File: config.mk
export PLATFORM = sky130hd
export DESIGN_NAME = pipeline_stall_ctrl
export DESIGN_NICKNAME = d
export VERILOG_FILES = /design/src/rtl/pipeline_stall_ctrl.sv
export SDC_FILE = /design/constraint.sdc
export NUM_CORES = 1
export LEC_CHECK = 0
export ABC_AREA = 1
export CAP_MARGIN = 20
export CORE_AREA = 2 2 39 41
export CTS_BUF_LIST = sky130_fd_sc_hd__clkbuf_4
export CTS_CLUSTER_SIZE = 20
export DETAILED_ROUTE_END_ITERATION = 8
export DIE_AREA = 0 0 41 43
export GPL_TIMING_DRIVEN = 0
export PLACE_DENSITY = 0.76
export SLEW_MARGIN = 15
export SYNTH_ARGS = -nofsm -noshare
export SYNTH_HDL_FRONTEND = slang
export SYNTH_SLANG_ARGS = --single-unit
File: constraint.sdc
create_clock -name clk -period 1.25 [get_ports clk]
set_input_delay 0.125 -clock clk [delete_from_list [all_inputs] [get_ports clk]]
set_output_delay 0.125 -clock clk [all_outputs]
set_load 0.01 [all_outputs]
File: src/rtl/pipeline_stall_ctrl.sv
// Decode-stage stall/flush controller: turns data/control hazards into pipeline
// stall, flush and bubble controls and returns one clear pulse per issued call/ret/branch.
module pipeline_stall_ctrl #(
    parameter int BR_LAT = 1,
    parameter int CR_LAT = 2,
    parameter int CNT_W  = 3
) (
    input  logic clk,
    input  logic rst,
    input  logic data_hazard,
    input  logic control_hazard,
    input  logic id_valid,
    input  logic id_call,
    input  logic id_ret,
    input  logic id_branch,
    input  logic br_taken,
    output logic pc_stall,
    output logic ifid_stall,
    output logic ifid_flush,
    output logic idex_bubble,
    output logic redirect,
    output logic clr_call_haz,
    output logic clr_ret_haz,
    output logic clr_branch_haz,
    output logic ctrl_err,
    output logic busy
);

    typedef enum logic {
        RUN       = 1'b0,
        CTRL_WAIT = 1'b1
    } state_t;

    localparam int T_CALL = 0;
    localparam int T_RET  = 1;
    localparam int T_BR   = 2;

    state_t           state_reg, state_next;
    logic [CNT_W-1:0] cnt_reg, cnt_next;
    logic [2:0]       type_reg, type_next;
    logic             ctrl_err_reg, ctrl_err_next;

    logic             issue;
    logic             resolve;
    logic             first_wait;
    logic [2:0]       issue_type;
    logic [CNT_W-1:0] issue_cnt;
    logic [CNT_W-1:0] type_lat;
    logic [2:0]       clr_vec;

    // Priority decode: call > ret > branch
    always_comb begin
        issue_type = 3'b000;
        if (id_call)
            issue_type = 3'b001;
        else if (id_ret)
            issue_type = 3'b010;
        else if (id_branch)
            issue_type = 3'b100;
    end

    assign issue_cnt  = (id_call || id_ret) ? CNT_W'(CR_LAT) : CNT_W'(BR_LAT);
    assign issue      = (state_reg == RUN) && !data_hazard && id_valid && (issue_type != 3'b000);
    assign resolve    = (state_reg == CTRL_WAIT) && (cnt_reg == CNT_W'(1));
    assign type_lat   = type_reg[T_BR] ? CNT_W'(BR_LAT) : CNT_W'(CR_LAT);
    // The detector raises its sticky flag one edge after issue, so the first wait cycle may still see it low
    assign first_wait = (state_reg == CTRL_WAIT) && (cnt_reg == type_lat);

    always_ff @(posedge clk or posedge rst) begin
        if (rst) begin
            state_reg    <= RUN;
            cnt_reg      <= '0;
            type_reg     <= 3'b000;
            ctrl_err_reg <= 1'b0;
        end else begin
            state_reg    <= state_next;
            cnt_reg      <= cnt_next;
            type_reg     <= type_next;
            ctrl_err_reg <= ctrl_err_next;
        end
    end

    always_comb begin
        state_next    = state_reg;
        cnt_next      = cnt_reg;
        type_next     = type_reg;
        ctrl_err_next = ctrl_err_reg;
        case (state_reg)
            RUN: begin
                if (control_hazard)
                    ctrl_err_next = 1'b1;
                if (issue) begin
                    state_next = CTRL_WAIT;
                    type_next  = issue_type;
                    cnt_next   = issue_cnt;
                end
            end
            CTRL_WAIT: begin
                if (!control_hazard && !first_wait)
                    ctrl_err_next = 1'b1;
                cnt_next = cnt_reg - CNT_W'(1);
                if (resolve) begin
                    state_next = RUN;
                    type_next  = 3'b000;
                    cnt_next   = '0;
                end
            end
            default: begin
                state_next = RUN;
                cnt_next   = '0;
                type_next  = 3'b000;
            end
        endcase
    end

    generate
        for (genvar gi = 0; gi < 3; gi++) begin : g_clr
            assign clr_vec[gi] = resolve & type_reg[gi];
        end
    endgenerate

    assign busy           = (state_reg == CTRL_WAIT);
    assign pc_stall       = busy | data_hazard;
    assign ifid_stall     = !busy & data_hazard;
    assign ifid_flush     = busy;
    assign idex_bubble    = data_hazard;
    assign redirect       = resolve & (type_reg[T_CALL] | type_reg[T_RET] | (type_reg[T_BR] & br_taken));
    assign clr_call_haz   = clr_vec[T_CALL];
    assign clr_ret_haz    = clr_vec[T_RET];
    assign clr_branch_haz = clr_vec[T_BR];
    assign ctrl_err       = ctrl_err_reg;

endmodule

==> qor.yml <==
failed_checks: "setup timing"
skew_ns: 0.00110
grt_max_degree: 11
syn2layout_area_growth_pct: 57.8
diodes: 0
tightest_slew_ns: 0.326
setup_ws_ns: -0.183
cts_max_level: 1
grt_overflow_total: 0
routed_wl_um: 1280
fin_cells: 117
p_leak_nw: 0.435
placedInstanceArea_um2: 724
crit_chain: "inv_2, ha_4, nand2_4, inv_4, nand2_4, a31oi_1, buf_2"
end_kind: "output pin"
cts_sinks: 8
synth_cell_types: 19
gp_congestion: 0.702
finalHoldViolCount: 0
clock_latency_ns: 0.26
vdd_drop_max_mv: 1.04
dr_total_vias: 559
ys_seq_elements: 8
place_hpwl_um: 830
fp.dieW_um: 41
row_count: 14
setup_viol: 4
grt_pass1_wl_um: 2050
syn-cell-area_um2: 524
drt_iter0_drc: 4
power.total_mw: 1.69
criticalPathCategory: "reg2out"
start_kind: "flop"
cap_violations: 0
syn_avg_cell_area_um2: 7.38
clkTransAtPathRegs_ns: 0.06
cts_tree: "done"
grt_pass1_vias: 487
viasPerCell: 4.78
fin_util: 0.598
cp_slowest_cell: "dfrtp_1"
layout_common_cells: "nand2_1 (15), buf_4 (10), nand3_1 (9)"
dp_cells: 105
slew_violations: 0
ant_nets: 0
pin_count: 19
start_util: 0.379
drive_gt1_frac: 0.317
post_drt_wl_per_cell_um: 11.0
crit_fanout: 5
timing.critical_path.mode_cell: "nand2_4"
dpl_worst_slack_ns: -0.542
hold_class: "in2async"
rsz0062_at_grt: "yes"
cts_buffers: 3
fp.coreArea_mm2: 0.00138
cts-root-buf: "clkbuf_4"
slowest_delay_ns: 0.39
yosysWarnings: 0
gr-usage-all-layers: 0.170
nets: 114
stdcell_area_um2: 827
synthCells: 71
fin_crit_ns: 1.43
max_slew_margin: 0.783
fmax_mhz: 698
status: "finished, violations left"
final_common_cell: "nand2_1"
clockBufferDepth: 2
critPathArrivalTime_ns: 1.31
die_area_mm2: 0.00176
cp.required_ns: 1.12
portBuffers: 18
fin_crit_sh: 1.15
yosysSeqAreaShare: 0.382
drc: 0
firstDrtPassIters: 2
synth_fp_nets: 82
antenna_found_initial: 0
p_per_area_mw_per_mm2: 2040
die_h_um: 43
worst paths after layout:
| kind | start | slack [ns] | cells after the start | end |
|---|---|---|---|---|
| min reg2reg | ctrl_err | 0.47 | 2 | ctrl_err |
| max in group asynchronous | rst | 0.88 | 2 | busy |
| min | rst | 0.11 | 2 | cnt_reg[1] |
| min in group clk | id_call | 0.46 | 3 | type_reg[0] |
| max | cnt_reg[1] | -0.18 | 7 | redirect |
| max reg2reg | cnt_reg[0] | 0.01 | 7 | cnt_reg[1] |
layer usage:
| layer | vias to the layer above | GRT usage | wire, um |
|---|---|---|---|
| li1 | 284 | - | - |
| met1 | 259 | 0.197 | 538 |
| met2 | 13 | 0.281 | 667 |
| met3 | 3 | 0.0314 | 53 |
| met4 | 0 | 0.0800 | 25 |
| met5 | - | 0 | 0 |
cell type report:
| cell class | instances | area, um2 |
|---|---|---|
| inverter | 13 | 61.3 |
| multi-input combinational | 48 | 285 |
| tap | 16 | 20.0 |
| clock buffer | 3 | 22.5 |
| fill | 125 | 557 |
| sequential | 8 | 201 |
| timing repair buffer | 27 | 221 |
| buffer | 2 | 15.0 |
synthesized netlist by cell type (all sizes together):
library cell,count,area share
ha,2,0.048
inv,13,0.098
o21ai,4,0.038
nor2,7,0.064
dfrtp,8,0.38
nand3,9,0.086
nand3b,2,0.029
a31oi,1,0.012
nand2,20,0.18
nand4,1,0.012
xor2,1,0.017
buf,2,0.029
a21oi,1,0.0095
worst max-delay path: cells and delay by family (launching register included):
family / cells / cell delay, ns
AO/OA/AOI/OAI: 1 / 0.12
adder cells (fa/ha/maj): 1 / 0.14
buffers and inverters: 3 / 0.29
flip-flops: 1 / 0.39
AND/OR/NAND/NOR: 2 / 0.10
cells by family (layout without fill, tap and decap cells):
group	after synthesis	after routing	share of synthesized area
XOR/XNOR	1	1	0.0167
AND/OR/NAND/NOR	39	39	0.368
adder cells (fa/ha/maj)	2	2	0.0477
flip-flops	8	8	0.382
buffers and inverters	15	45	0.126
AO/OA/AOI/OAI	6	6	0.0596
power by group:
part / internal, mW / switching [mW]
sequential: 0.365 / 0.0825
clock: 0.111 / 0.100
combinational: 0.490 / 0.541
per-stage QoR:
| step | setup TNS (ns) | hold slack (ns) |
|---|---|---|
| after global routing | -1.02 | 0.147 |
| after CTS | -0.516 | 0.118 |
| after detailed placement | -2.60 | 0.402 |
| final | -0.596 | 0.111 |
| after global placement | -2.47 | 0.399 |
| after floorplan | 0 | -0.0593 |
repair_timing:
action,CTS,global route
pin swaps,3,4
endpoints found under the setup margin,12,12
resized for setup,38,3
cloned,0,0
hold buffers,0,0
hold endpoints to repair,0,0
buffers inserted,8,3
(Power assumes the default switching activity.)
